## src/rtl/serial_parallel.sv

```systemverilog
// Serial-to-parallel reassembler: collects LSB-first valid bits into WIDTH-bit
// words and queues completed words in a DEPTH-entry FIFO behind a valid/ready port.
module serial_parallel #(
    parameter int WIDTH = 4,
    parameter int DEPTH = 2
) (
    input  logic                       clk,
    input  logic                       reset,
    input  logic                       serial_i,
    input  logic                       valid_i,
    input  logic                       flush_i,
    output logic [WIDTH-1:0]           parallel_o,
    output logic                       parallel_vld_o,
    input  logic                       parallel_rdy_i,
    output logic [$clog2(WIDTH)-1:0]   bit_cnt_o,
    output logic [$clog2(DEPTH):0]     level_o,
    output logic                       overflow_o
);

    localparam int CNT_W = $clog2(WIDTH);
    localparam int PTR_W = $clog2(DEPTH);
    localparam int LVL_W = $clog2(DEPTH) + 1;
    localparam logic [CNT_W-1:0] LAST_BIT = CNT_W'(WIDTH - 1);
    localparam logic [LVL_W-1:0] FULL_LVL = LVL_W'(DEPTH);

    logic [WIDTH-1:0] shreg;
    logic [CNT_W-1:0] bit_cnt;
    logic [WIDTH-1:0] mem [DEPTH];
    logic [PTR_W-1:0] rd_ptr;
    logic [PTR_W-1:0] wr_ptr;
    logic [LVL_W-1:0] level;
    logic             overflow;

    logic             capture;
    logic             complete;
    logic             pop;
    logic             full;
    logic             push;
    logic             drop;
    logic [WIDTH-1:0] word_next;

    // A full FIFO still accepts a completed word when the head leaves on the same edge.
    always_comb begin
        capture   = valid_i && !flush_i;
        complete  = capture && (bit_cnt == LAST_BIT);
        pop       = (level != '0) && parallel_rdy_i;
        full      = (level == FULL_LVL);
        push      = complete && (!full || pop);
        drop      = complete && full && !pop;
        word_next = {serial_i, shreg[WIDTH-1:1]};
    end

    always_ff @(posedge clk) begin
        if (reset) begin
            shreg   <= '0;
            bit_cnt <= '0;
        end else if (flush_i) begin
            shreg   <= '0;
            bit_cnt <= '0;
        end else if (valid_i) begin
            shreg   <= word_next;
            bit_cnt <= complete ? '0 : bit_cnt + CNT_W'(1);
        end
    end

    always_ff @(posedge clk) begin
        if (reset) begin
            for (int i = 0; i < DEPTH; i++) begin
                mem[i] <= '0;
            end
            rd_ptr <= '0;
            wr_ptr <= '0;
            level  <= '0;
        end else begin
            if (push) begin
                mem[wr_ptr] <= word_next;
                wr_ptr      <= wr_ptr + PTR_W'(1);
            end
            if (pop) begin
                rd_ptr <= rd_ptr + PTR_W'(1);
            end
            case ({push, pop})
                2'b10:   level <= level + LVL_W'(1);
                2'b01:   level <= level - LVL_W'(1);
                default: level <= level;
            endcase
        end
    end

    always_ff @(posedge clk) begin
        if (reset || flush_i) begin
            overflow <= 1'b0;
        end else if (drop) begin
            overflow <= 1'b1;
        end
    end

    assign parallel_o     = (level != '0) ? mem[rd_ptr] : '0;
    assign parallel_vld_o = (level != '0);
    assign bit_cnt_o      = bit_cnt;
    assign level_o        = level;
    assign overflow_o     = overflow;

endmodule

```

## config.mk

```make
export PLATFORM = sky130hd
export DESIGN_NAME = serial_parallel
export DESIGN_NICKNAME = d
export VERILOG_FILES = /design/src/rtl/serial_parallel.sv
export SDC_FILE = /design/constraint.sdc
export NUM_CORES = 1
export LEC_CHECK = 0
export ABC_AREA = 1
export CORE_AREA = 2 2 48 50
export DETAILED_ROUTE_END_ITERATION = 10
export DIE_AREA = 0 0 50 52
export PLACE_DENSITY_LB_ADDON = 0.1
export SETUP_SLACK_MARGIN = 0.15
export SLEW_MARGIN = 20
export SYNTH_ARGS = -nofsm -noshare
export SYNTH_HDL_FRONTEND = slang
export SYNTH_SLANG_ARGS = --single-unit
```

## constraint.sdc

```tcl
create_clock -name clk -period 3.4 [get_ports clk]
set_input_delay 0.34 -clock clk [delete_from_list [all_inputs] [get_ports clk]]
set_output_delay 0.34 -clock clk [all_outputs]
set_load 0.01 [all_outputs]
```

Yosys cells after proc, flatten, opt, wreduce, memory -nomap -nowiden
Memory sizes are Yosys's and may differ from the RTL's. A register that Yosys moved wholly into a read port is not among the register bits.
Index checks and enable logic that the tools add are counted.
- $add $sub $neg: 5
- reductions and logical operators: 15
- eq/ne operators: 4
- mux-type cells: 13
- operator list (operator ; number):
    1-bit 2-to-1 mux ; 9
    4-bit 2-to-1 mux ; 2
    2-bit == test, second input constant ; 3
    1-bit logical AND ; 6
    2-bit by 1-bit adder with 2-bit output, second input constant ; 2
    2-bit case mux with 2 select lines ; 1
    2-bit nonzero test ; 2
    4-bit OR reduction ; 1
    1-bit logical NOT ; 3
    1-bit adder, second input constant ; 2
    2-bit by 1-bit == test with 1-bit output, second input constant ; 1
    1-bit logical OR ; 2
    2-bit 2-to-1 mux ; 1
    2-bit OR reduction ; 1
    2-bit by 1-bit subtractor with 2-bit output, second input constant ; 1
- word-level logic and storage cells: 44
- memories: 1
- RAM bits: 8
- flip-flop bits (word level): 11
- input bits: 6
- output and inout bits: 10
- memories (memory ; words ; width ; read ports ; clocked after Yosys merged registers in ; write ports ; RTL line ; RTL):
    mem ; 2 ; 4 ; 1 ; 1 ; 2 ; 28 ; logic [WIDTH-1:0] mem [DEPTH];

Logic depth before layout (Yosys ltp)
Gate-level depths: netlist of the first run.
- word-level depth: 9
- depth in mapped cells: 10
- gate-level depth less buffers: 10

Worst setup path after synthesis of the first run
No wires, ideal clock.
- path type: register to register
- start: register bit_cnt[0], in the netlist bit_cnt_o[0]
- end: register level[1], in the netlist level_o[1]
- data arrival time: 1.482 ns
- path buffers: 0
- clock period less this slack: 1.546 ns
- cell stages (with the launch flop): 11
- path slack: 1.854 ns
- setup time: 0.064 ns
- required time: 3.336 ns
- cells stage by stage: dfxtp_1 > ha_1 > nand2_4 > nor2_8 > nand2_1 > ha_1 > inv_1 > nand2_1 > nor2_1 > nor2_1 > nor2_1
- cells in the longest elaborated chain, start to end: 5
- elaborated cells between the ends (all ways): 7
- classes of those cells: 3 x eq/ne; 1 x mux; 3 x reduce/logical
- ends and longest elaborated chain (element ; RTL line ; RTL):
    start: declaration ; 27 ; logic [CNT_W-1:0] bit_cnt;
    start signal: assignment ; 62 ; bit_cnt <= complete ? '0 : bit_cnt + CNT_W'(1);
    2-bit == test * ; 45 ; complete = capture && (bit_cnt == LAST_BIT);
    1-bit logical AND * ; 45 ;
    1-bit logical AND * ; 48 ; push = complete && (!full || pop);
    2-bit by 1-bit == test with 1-bit output or 2-bit == test (tied branches) ; 82 ; case ({push, pop})
    2-bit case mux with 2 select lines or 2-bit nonzero test (tied branches) ; - ;
    end signal: assignment ; 83 ; 2'b10: level <= level + LVL_W'(1);
    end signal: assignment ; 84 ; 2'b01: level <= level - LVL_W'(1);
    end signal: assignment ; 85 ; default: level <= level;
    end: declaration ; 31 ; logic [LVL_W-1:0] level;
Mark *: on every way between the ends. The rest lies on a longest branch, timed or not.
A chain may end at the register's enable or synchronous reset.

Worst setup path after layout of the first run
- start: register level[1], in the netlist level_o[1]
- end: output port parallel_o[3]
- cells in the longest elaborated chain, start to end: 2
- ends and longest elaborated chain (element ; RTL line ; RTL):
    2-bit nonzero test ; 98 ; assign parallel_o = (level != '0) ? mem[rd_ptr] : '0;
    4-bit 2-to-1 mux ; 98 ;
    end: declaration ; 12 ; output logic [WIDTH-1:0] parallel_o,
No other way between the ends.

==> results of run 1 <==
==> critical path: cells and delay by family (launching register included) <==
| family | cells | cell delay, ns |
|---|---|---|
| DFF | 1 | 0.52 |
| AOI/OAI and AO/OA | 1 | 0.14 |
| and+or+nand+nor | 1 | 0.10 |
| buffers and inverters | 1 | 0.55 |
==> state kept, by name, indices dropped and copies added, names as in the netlist, named ones only <==
name	count
bit_cnt_o	2
level_o	2
mem	8
overflow_o	1
rd_ptr	1
shreg	3
wr_ptr	1
==> worst min-delay path by stage <==
stage	from	endpoint	slack, ns
finish	overflow_o	overflow_o	0.46
global route	overflow_o	overflow_o	0.49
CTS	overflow_o	overflow_o	0.47
detailed placement	overflow_o	overflow_o	0.45
global placement	overflow_o	overflow_o	0.44
floorplan	shreg[2]	shreg[1]	0.46
==> cell families after synthesis <==
kind of cell             count (synthesis)
AO/OA/AOI/OAI                           16
adder cells (fa/ha/maj)                  2
buffers and inverters                   17
flip-flops                              19
AND/OR/NAND/NOR                         49
==> area by class of cell <==
cell class | instances | area (um2) | area share
Multi-Input combinational cell | 67 | 382 | 0.342
Sequential cell | 19 | 460 | 0.413
Tap cell | 28 | 35.0 | 0.0314
Timing Repair Buffer | 15 | 150 | 0.135
Clock buffer | 3 | 22.5 | 0.0202
Clock inverter | 1 | 5.00 | 0.00449
Inverter | 16 | 60.1 | 0.0539
==> placed cells by master (no fill, tap or decap), drive strengths merged, types with 5 or more instances in the layout <==
cell type and instances:
dfxtp 11, nor2 21, nand2 22, clkdlybuf4s50 15, a21oi 11, inv 16
edfxtp 8, o21ai 5
==> where the power goes <==
group / switching (mW) / internal (mW) / total, mW
Combinational: 0.0143 / 0.00995 / 0.0243
Sequential: 0.00225 / 0.242 / 0.244
Clock: 0.0693 / 0.0437 / 0.113
Total: 0.0859 / 0.296 / 0.382
==> per-stage QoR <==
step,instance area (um2),power [mW]
after floorplan,910,0.263
after global placement,1090,0.274
after detailed placement,1090,0.274
after CTS,1110,0.386
after global routing,1110,0.397
final,1110,0.382
==> metal layers <==
metal  global-route usage  vias up
met3               0.0287        2
met1                0.157      313
met4               0.0694        0
met2                0.226       11
li1                     -      369
met5                    0        -
==> flow_summary.toml, run 1 <==
[clock_network]
cts_buffers = 3
worstSkewPairLatency_ns = 0.29
cts_setup_buffers = 0
worst_setup_hold_path_clk_slew_ns = 0.11
ctsHoldBuffers = 0
tritoncts = "yes"
clk_path_buf_depth = 2
h-tree-depth = 1
clock-sinks = 19
root_buffer = "clkbuf_4"
post_cts.resized_instances = 0

[grt]
track_usage = 0.133
pin_count_of_the_biggest_net_entering_global_routing = 12
via_count_of_the_first_global_routing_pass = 640
antenna_violations_before_repair = 0
gr-total-overflow = 0
wire_length_of_the_first_global_routing_pass_um = 2630

[routing]
route.detailed.vias_per_inst = 4.66
maxUsedRoutingLayer = "met4"
detailroute.wirelength.met2_um = 710
first_iter_violations = 9
routed-via-count = 695
drt_first_pass_iters = 4
finalWirelength_um = 1450
drc_errors_left = 0
wire_per_inst_um = 9.72
wl_met3_um = 51
postRouteAntennaNets = 0
detail_route.wirelength.met1_um = 670

[floorplanning]
starting_density_of_the_core = 0.432
die_height_um = 52
ios = 16
row_count = 17
die_area_mm2 = 0.00260
core-area_mm2 = 0.00211
die_width_um = 50

[synthesis]
synthesis.nets = 111
muxShareOfSynthArea = 0
netlist_area_um2 = 910
post_synth_xor_area_fraction = 0
synth_compound_area_frac = 0.0880
main_area_contributors_after_synthesis = "edfxtp_1 26%, dfxtp_1 24%, nand2_1 8.7%"
post_synth_edffs = 8
main_combinational_cell_family_by_area_after_synthesis = "simple AND/OR/NAND/NOR gates"
synth.top_cell.area_share = 0.264
synthesis.instances = 103
ys_warn_count = 0
post-synth-top-area-cell = "edfxtp_1"
yosysMostFrequentCell = "nand2_1"
synthesis.area_per_instance_um2 = 8.83
fraction_of_the_mapped_netlist_area_in_adder_cells = 0.0275
yosys_register_bits = 19
synthTopCellsByCount = "21 x nand2_1, 18 x nor2_1, 15 x inv_1, 11 x a21oi_1, 11 x dfxtp_1"
synth_sequential_area_ratio = 0.506
ys_async_rst_share = 0
synthDistinctLibCells = 17
synth-simple-area-share = 0.304
postSynth.topFlopCell = "dfxtp_1"

[timing]
post-route-period-util = 0.568
unrepaired_setup_endpoints_after_global_routing = "false"
totalNegativeSetupSlack_ns = 0
slew_viol_final = 0
tightest_slew_ns = 0.360
final_min_period_ns = 1.93
maxClockFrequency_mhz = 518
report.final.setup_viol = 0
final.hold.worst_slack_ns = 0.464
max_slew_margin = 0.760
finClkSkew_ns = 0.00277
finalHoldViolations = 0
setup_slack_ns = 1.47

[critical_path]
endpoint_of_the_most_critical_register_to_register_path = "level_o[1]"
reg2reg_slack_ns = 1.77
worst-r2r-cell-count = 10
crit_path_top_delay_cell = "clkdlybuf4s50_1"
timing.critical_path.to_type = "output port"
crit_start = "level_o[1]"
setup.worst_path.class = "reg -> out"
critPathMaxFanout = 6
endpoint = "parallel_o[3]"
cp.required_ns = 3.06
critical_path_source_type = "register"
r2r_start = "bit_cnt_o[0]"
critical_path.max_stage_delay_ns = 0.55
timing.critical_path.arrival_ns = 1.59
path_cells = "nor2_4 > a21oi_1 > clkdlybuf4s50_1"

[placement]
routabilityCongestion = 0.770
dp_cells = 145
total_half_perimeter_wirelength_after_legalization_and_detailed_placement_um = 1170
port-buffer-count = 15
preCtsSetupSlack_ns = 1.34

[job]
drv.max_cap_violation_count = 0

[finish]
antenna_cells = 0
flow.area_growth_from_synthesis_pct = 22.6
finalNetCount = 130
final-instance-count-excl-fill = 149
n_fill_cell = 201
final_core_utilization = 0.529
drive_gt1_frac = 0.0992

[worst_hold_path]
worst_hold_path_type = "reg -> reg"
worst_hold_path_depth = 2

[power_and_ir_drop]
irDropWorstVdd_mv = 0.246
power_density_mw_per_mm2 = 342
cellLeakagePower_nw = 0.432

[run_status]
outcome = "completed"
Power figures use the tool's default switching activity.
==> run 2, diff against run 1 <==
Clock period 3.4 ns to 1.87 ns, I/O delays scaled along.
==> run 2 against run 1 <==
Flip-flop and latch count did not move. Sequential share of layout area is 0.14 points lower. Sequential power up 81%. Combinational power grew 89%. Largest power group unchanged. Final cell count rose by 0.67%. Clock power is 87% higher.
==> flow_summary.toml, run 2 (synthesized netlist as in run 1, its figures left out) <==
[run_status]
outcome = "completed"

[finish]
biggestRegsByFlops = "mem x8, shreg x3"
largest_register_ff_count = 8
registers.top_by_ff_count = "mem"
final_core_utilization = 0.544
n_fill_cell = 203
commonest_cells_after_routing_fill_and_taps_aside = "21 x nand2_1, 18 x nor2_1, 14 x inv_1, 11 x a21oi_1, 11 x clkdlybuf4s50_1"
flow.area_growth_from_synthesis_pct = 26.0
drive_gt1_frac = 0.164
antenna_cells = 0
final_common_cell = "nand2_1"
finalNetCount = 131

[critical_path]
r2r_start = "bit_cnt_o[0]"
crit_start = "level_o[0]"
critical_path.max_stage_delay_ns = 0.47
cp.required_ns = 1.68
critPathTopFamily = "buffers and inverters"
setup.worst_path.class = "reg -> out"
endpoint = "parallel_vld_o"
path_cells = "nor2_4 > inv_1 > clkdlybuf4s50_1"
critical_path_buf_inv_count = 2
critical_path_source_type = "register"
reg2reg_slack_ns = 0.32
timing.critical_path.depth = 3
critPathMaxFanout = 7
endpoint_of_the_most_critical_register_to_register_path = "level_o[1]"
worst-r2r-cell-count = 10
timing.critical_path.arrival_ns = 1.42
timing.critical_path.to_type = "output port"
crit_path_top_delay_cell = "clkdlybuf4s50_1"

[clock_network]
clk_path_buf_depth = 2
cts_setup_buffers = 0
root_buffer = "clkbuf_4"
tritoncts = "yes"
h-tree-depth = 1
worstSkewPairLatency_ns = 0.30
worst_setup_hold_path_clk_slew_ns = 0.11
clock-sinks = 19
cts_buffers = 3

[timing]
tightest_slew_ns = 0.366
unrepaired_setup_endpoints_after_global_routing = "false"
report.final.setup_viol = 0
final_min_period_ns = 1.60
finClkSkew_ns = 0.00533
finalHoldViolations = 0
slew_viol_final = 0
setup_slack_ns = 0.267
maxClockFrequency_mhz = 624
totalNegativeSetupSlack_ns = 0
max_slew_margin = 0.756
post-route-period-util = 0.857

[floorplanning]
row_count = 17
die_width_um = 50
core-area_mm2 = 0.00211
die_area_mm2 = 0.00260
die_height_um = 52
ios = 16
starting_density_of_the_core = 0.432

[routing]
routed-via-count = 682
route.detailed.vias_per_inst = 4.55
wire_per_inst_um = 9.96
postRouteAntennaNets = 0
first_iter_violations = 6
drt_first_pass_iters = 4
finalWirelength_um = 1490
drc_errors_left = 0

[power_and_ir_drop]
cellLeakagePower_nw = 0.512
total_power_uw = 698
power_density_mw_per_mm2 = 609
irDropWorstVdd_mv = 0.341

[placement]
total_half_perimeter_wirelength_after_legalization_and_detailed_placement_um = 1180
preCtsSetupSlack_ns = 0.134
routabilityCongestion = 0.747
port-buffer-count = 15

[worst_hold_path]
worst_hold_path_type = "reg -> reg"

[job]
drv.max_cap_violation_count = 0

[grt]
pin_count_of_the_biggest_net_entering_global_routing = 12
via_count_of_the_first_global_routing_pass = 672
gr-total-overflow = 0
track_usage = 0.144
antenna_violations_before_repair = 0
wire_length_of_the_first_global_routing_pass_um = 2730
==> run 2: changes by cell type in the layout (fill, tap and decap cells not counted), moves of 2 or more <==
cell	change
dfxtp_1	-5
dlymetal6s2s_1	+4
dfxtp_4	+2
clkdlybuf4s50_1	-4
dfxtp_2	+3
==> run 2: worst min path at each step <==
| stage | depth (start not counted) | from | endpoint | slack [ns] |
|---|---|---|---|---|
| floorplan | 2 | serial_i | shreg[3] | 0.36 |
| global placement | 2 | overflow_o | overflow_o | 0.44 |
| detailed placement | 2 | overflow_o | overflow_o | 0.44 |
| CTS | 3 | serial_i | shreg[3] | 0.46 |
| global route | 2 | overflow_o | overflow_o | 0.48 |
| finish | 2 | overflow_o | overflow_o | 0.46 |
==> run 2: power breakdown <==
group | internal, mW | switching [mW] | leakage, nW
sequential | 0.438 | 0.00396 | 0.175
combinational | 0.0196 | 0.0263 | 0.320
clock | 0.0798 | 0.131 | 0.0177
total | 0.537 | 0.161 | 0.512
==> run 2: cell type report <==
class / instances / area, um2 / share of cell area
tap: 28 / 35.0 / 0.0306
inverter: 16 / 60.1 / 0.0524
clock buffer: 3 / 22.5 / 0.0197
timing repair buffer: 16 / 168 / 0.146
sequential: 19 / 472 / 0.412
clock inverter: 1 / 5.00 / 0.00437
multi-input combinational: 67 / 384 / 0.335
==> run 2: layer usage <==
metal	up-vias	wire length, um	GRT usage	part of all wire
met2	13	732	0.239	0.49
met3	4	69	0.0345	0.046
li1	368	-	-	-
met4	0	52	0.125	0.035
met5	-	0	0	0
met1	297	639	0.154	0.43
==> run 2: through the flow <==
step / area, um2 / instances / hold slack, ns
global route: 1150 / 150 / 0.483
CTS: 1120 / 150 / 0.457
detailed placement: 1090 / 146 / 0.443
floorplan: 910 / 103 / 0.359
global placement: 1090 / 146 / 0.440
finish: 1150 / 150 / 0.456
==> run 2: tightest hold or removal path: stages (launching register included) <==
cell	delay, ns
dfxtp_1	0.33
inv_1	0.04
a21oi_1	0.05
==> run 2: repair_timing <==
action / in CTS / in global routing
pin swaps: 0 / 0
endpoints found under the hold margin: 0 / 0
hold buffers: 0 / 0
resized for setup: 2 / 11
endpoints found under the setup margin: 5 / 5
==> RTL change 1 (settings of run 2) <==
Put one more register stage on the output `level_o`. The value now appears one clock later. The other outputs are not delayed to match.
--- a/src/rtl/serial_parallel.sv
+++ b/src/rtl/serial_parallel.sv
@@ -99,5 +99,7 @@
     assign parallel_vld_o = (level != '0);
     assign bit_cnt_o      = bit_cnt;
-    assign level_o        = level;
+    always_ff @(posedge clk) begin
+        level_o <= level;
+    end
     assign overflow_o     = overflow;
 
Function: changed (a bounded check fails within 10 cycles, from zero or initial values and one cycle with reset high).
==> RTL change 1 against run 2 <==
Combinational power rose by 19%; power rose by 8.4%; setup slack lost 0.064 ns; final cell count rose by 0.67%; sequential cell count increased by 2; area after synthesis grew 5.9%; worst hold slack lost 0.019 ns; routed wire length grew 10%; fmax shrank 3.8%; highest routed layer unchanged; cell area up 3.2%.
==> RTL change 1: results (changes against run 2) <==
Clk Latency, worst-skew pair 0.30 ns (about the same); worst stage delay on the critical path 0.54 ns (was 0.47 ns); routed length on met3 58 µm (was 69 µm); pre-CTS setup slack 0.0986 ns (was 0.134 ns); ClkCell Share 0.0222 (was 0.0240); Layout Nets 132 (was 131); post-synthesis area per instance 9.26 µm² (was 8.83 µm²); number of ordinary inverters in the final layout 15 (was 16); clk_skew 0.00435 ns (was 0.00533 ns); Slew headroom 0.836 (was 0.756); leakage power summed over all cells 0.495 nW (was 0.512 nW); leading cell types by total area after synthesis sky130_fd_sc_hd__dfxtp_1 (27%), sky130_fd_sc_hd__edfxtp_1 (25%), sky130_fd_sc_hd__nand2_1 (7.8%), sky130_fd_sc_hd__nor2_1 (5.8%), sky130_fd_sc_hd__inv_1 (5.1%) (was sky130_fd_sc_hd__edfxtp_1 (26%), sky130_fd_sc_hd__dfxtp_1 (24%), sky130_fd_sc_hd__nand2_1 (8.7%), sky130_fd_sc_hd__nor2_1 (7.4%), sky130_fd_sc_hd__inv_1 (6.2%)); adder-cell share of the synthesized area 0.0260 (was 0.0275); signal buffers share of area 0.137 (was 0.146); Crit path arrival time 1.48 ns (was 1.42 ns); run status complete, no violations (unchanged); placed insts 147 (was 146); Met1 Wirelength 733 µm (was 639 µm); synthesized netlist net count 112 (was 111); Commonest cells post-synth sky130_fd_sc_hd__nand2_1 (20), sky130_fd_sc_hd__nor2_1 (15), sky130_fd_sc_hd__dfxtp_1 (13), sky130_fd_sc_hd__inv_1 (13) (was sky130_fd_sc_hd__nand2_1 (21), sky130_fd_sc_hd__nor2_1 (18), sky130_fd_sc_hd__inv_1 (15)); share of final-layout standard cells stronger than drive strength 1 0.187 (was 0.164); distinct cell type count after synthesis 21 (was 17); Reg area 508 µm² (was 472 µm²); maximum buffer depth of the clock tree 2 (unchanged); Internal 589 µW (was 537 µW); routed length on met2 828 µm (was 732 µm); vias in the first global route 686 (was 672); GRT Util Overall 0.157 (was 0.144); proportion of cell area occupied by multi-input gates 0.334 (was 0.335); layout overhead on the synthesized area 22.7% (was 26.0%); final-layout clock buffer total 4 (was 3); Routed WL 1.65 mm (was 1.49 mm); area fraction in compound gates after synthesis 0.0753 (was 0.0880); Max VDD drop 0.460 mV (was 0.341 mV); DP Wirelength 1.26 mm (was 1.18 mm); Global Route met2 Usage 0.279 (was 0.239); Synth top area share 0.270 (was 0.264); via count 715 (was 682); global-route met1 utilization 0.176 (was 0.154); first-pass GRT wire length 2.97 mm (was 2.73 mm); number of violations reported at the end of detailed-routing iteration 0 11 (was 6); Seq cells 21 (was 19); standard cell area after detailed placement 1140 µm² (was 1090 µm²)
## RTL change 1: cell count changes in the layout (fill, tap and decap cells not counted), sizes merged, moves of 2 or more
cell,before,now
dlymetal6s2s,4,2
a21oi,11,8
nor2,21,23
dfxtp,11,13
## RTL change 1: power by group through the flow
stage / logic (mW) / clock network, mW / registers [mW]
after floorplan: 0.0301 / 0 / 0.499
after global placement: 0.0536 / 0 / 0.499
after detailed placement: 0.0550 / 0 / 0.500
after CTS: 0.0553 / 0.217 / 0.489
after global routing: 0.0610 / 0.235 / 0.490
final: 0.0546 / 0.214 / 0.488
## RTL change 1: worst paths after layout
path,slack (ns),cells after the start,to,from
max,0.20,3,parallel_o[2],level[0]
max reg2reg,0.27,10,level[1],bit_cnt_o[1]
min reg2reg,0.44,0,level_o[0],level[0]
min,0.44,0,level_o[0],level[0]
## RTL change 1: timing repair
item                       4_1_cts  5_1_grt
setup buffers                    0        0
setup endpoints to repair        4        4
pin swaps                        0        0
resized for setup                3        6
==> RTL change 2 (flow settings as in run 2) <==
Made on the original files. The parameter `DEPTH` goes from 2 to 4.
--- a/src/rtl/serial_parallel.sv
+++ b/src/rtl/serial_parallel.sv
@@ -3,5 +3,5 @@
 module serial_parallel #(
     parameter int WIDTH = 4,
-    parameter int DEPTH = 2
+    parameter int DEPTH = 4
 ) (
     input  logic                       clk,
Interface: changed (resized level_o); port bits go from 16 to 17. No check against the original RTL was run, so the function may have changed too.
==> RTL change 2 against run 2 <==
The run now ends with negative setup slack left; power up 120%; combinational power rose to 8.0 times the old value; critical path depth up 9; sequential power up 77%; setup slack worse by 0.40 ns; cell area up 67%; fmax down 20%; area after synthesis up 60%; via count up 110%; routed wire length rose to 3.3 times the old value; sequential cell count up 12; critical path type is now reg2reg.
==> RTL change 2: results (changes against run 2) <==
number of flops mapped to enable cells by yosys 16 (was 8); TritonCTS Buffers 5 (was 3); number of optimization iterations in the first detailed-route pass 7 (was 4); number of levels in the clock H-tree 2 (was 1); leakage power summed over all cells 0.746 nW (was 0.512 nW); pre-CTS setup slack -0.180 ns (was 0.134 ns); Layout Nets 215 (was 131); final-report setup violation count 1 (was 0); synthesized netlist net count 174 (was 111); share of final-layout standard cells stronger than drive strength 1 0.277 (was 0.164); routed via count divided by cell count 6.18 (was 4.55); clk_skew 0.0157 ns (was 0.00533 ns); post-DR wirelength/cell 20.8 µm (was 9.96 µm); final setup margin -0.129 ns (was 0.267 ns); Commonest cells post-synth sky130_fd_sc_hd__nor2_1 (37), sky130_fd_sc_hd__inv_1 (22), sky130_fd_sc_hd__o21ai_0 (18) (was sky130_fd_sc_hd__nand2_1 (21), sky130_fd_sc_hd__nor2_1 (18), sky130_fd_sc_hd__inv_1 (15)); vias in the first global route 1335 (was 672); post-layout instance count excluding filler cells 234 (was 150); largest net degree at the start of global routing 10 (was 12); first-pass GRT wire length 5.87 mm (was 2.73 mm); number of violations reported at the end of detailed-routing iteration 0 157 (was 6); violations in the final reports negative setup slack; run status complete, but fails checks (was complete, no violations); GRT Util Overall 0.324 (was 0.144); fraction of power spent switching nets 0.316 (was 0.231); cell count after synthesis 165 (was 103); routability congestion estimate 0.830 (was 0.747); Clk Latency, worst-skew pair 0.34 ns (was 0.30 ns); Max VDD drop 0.918 mV (was 0.341 mV)
-- RTL change 2: cells by family (layout without fill, tap and decap cells) --
kind of cell	Yosys count	count (layout)	synth area share
DFF	31	31	0.537
adders and majority gates	3	3	0.0310
AOI/OAI and AO/OA	32	32	0.111
and+or+nand+nor	72	72	0.243
buffers and inverters	27	68	0.0775
-- RTL change 2: layout make-up --
cell class / count / area, µm² / share of cell area
repair buffers: 38 / 317 / 0.166
inverters: 23 / 88.8 / 0.0465
clock buffers: 5 / 37.5 / 0.0197
multi-input cells: 107 / 628 / 0.329
flip-flops and latches: 31 / 795 / 0.416
clock inverters: 2 / 8.76 / 0.00459
well taps: 28 / 35.0 / 0.0183
-- RTL change 2: through the flow --
stage,util,power (mW)
floorplan,-,0.952
global placement,0.837,1.08
CTS,0.888,1.43
finish,0.907,1.51
global route,0.907,1.54
detailed placement,0.837,1.09
-- RTL change 2: path summary, 6_finish.rpt --
path              start          to  depth (start not counted)
max          level_o[2]  level_o[2]                         12
min               reset   flip-flop                          2
max reg2reg  level_o[2]  level_o[2]                         12
min reg2reg   rd_ptr[1]   flip-flop                          2
-- RTL change 2: timing repair --
action | in CTS | in global routing
endpoints found under the setup margin | 5 | 3
pin swaps | 5 | 5
gates resized for setup | 13 | 6
setup buffers | 5 | 4
-- RTL change 2: metal layers --
metal | global-route usage | wire [µm] | up-vias
li1 | - | - | 619
met1 | 0.324 | 1640 | 642
met2 | 0.596 | 2350 | 145
met3 | 0.0805 | 534 | 39
met4 | 0.208 | 341 | 0
met5 | 0 | 0 | -
-- RTL change 2: worst max-delay path, cell delays in order (launching register included) --
cell and delay (ns):
sky130_fd_sc_hd__dfxtp_2 0.40, sky130_fd_sc_hd__inv_4 0.07, sky130_fd_sc_hd__nor2_4 0.12, sky130_fd_sc_hd__nand2_2 0.08, sky130_fd_sc_hd__nand2_4 0.10, sky130_fd_sc_hd__ha_4 0.12, sky130_fd_sc_hd__inv_2 0.04, sky130_fd_sc_hd__fa_2 0.36
sky130_fd_sc_hd__a21oi_2 0.19, sky130_fd_sc_hd__nand2_2 0.08, sky130_fd_sc_hd__nand2_1 0.06, sky130_fd_sc_hd__nand2_1 0.05, sky130_fd_sc_hd__nor2_1 0.22
-- RTL change 2: power groups by stage --
stage	clock, mW	sequential, mW	combinational, mW
5_1_grt	0.376	0.786	0.377
4_1_cts	0.349	0.778	0.307
6_report	0.363	0.782	0.365
3_3_place_gp	0	0.790	0.286
3_5_place_dp	0	0.792	0.300
2_1_floorplan	0	0.784	0.168
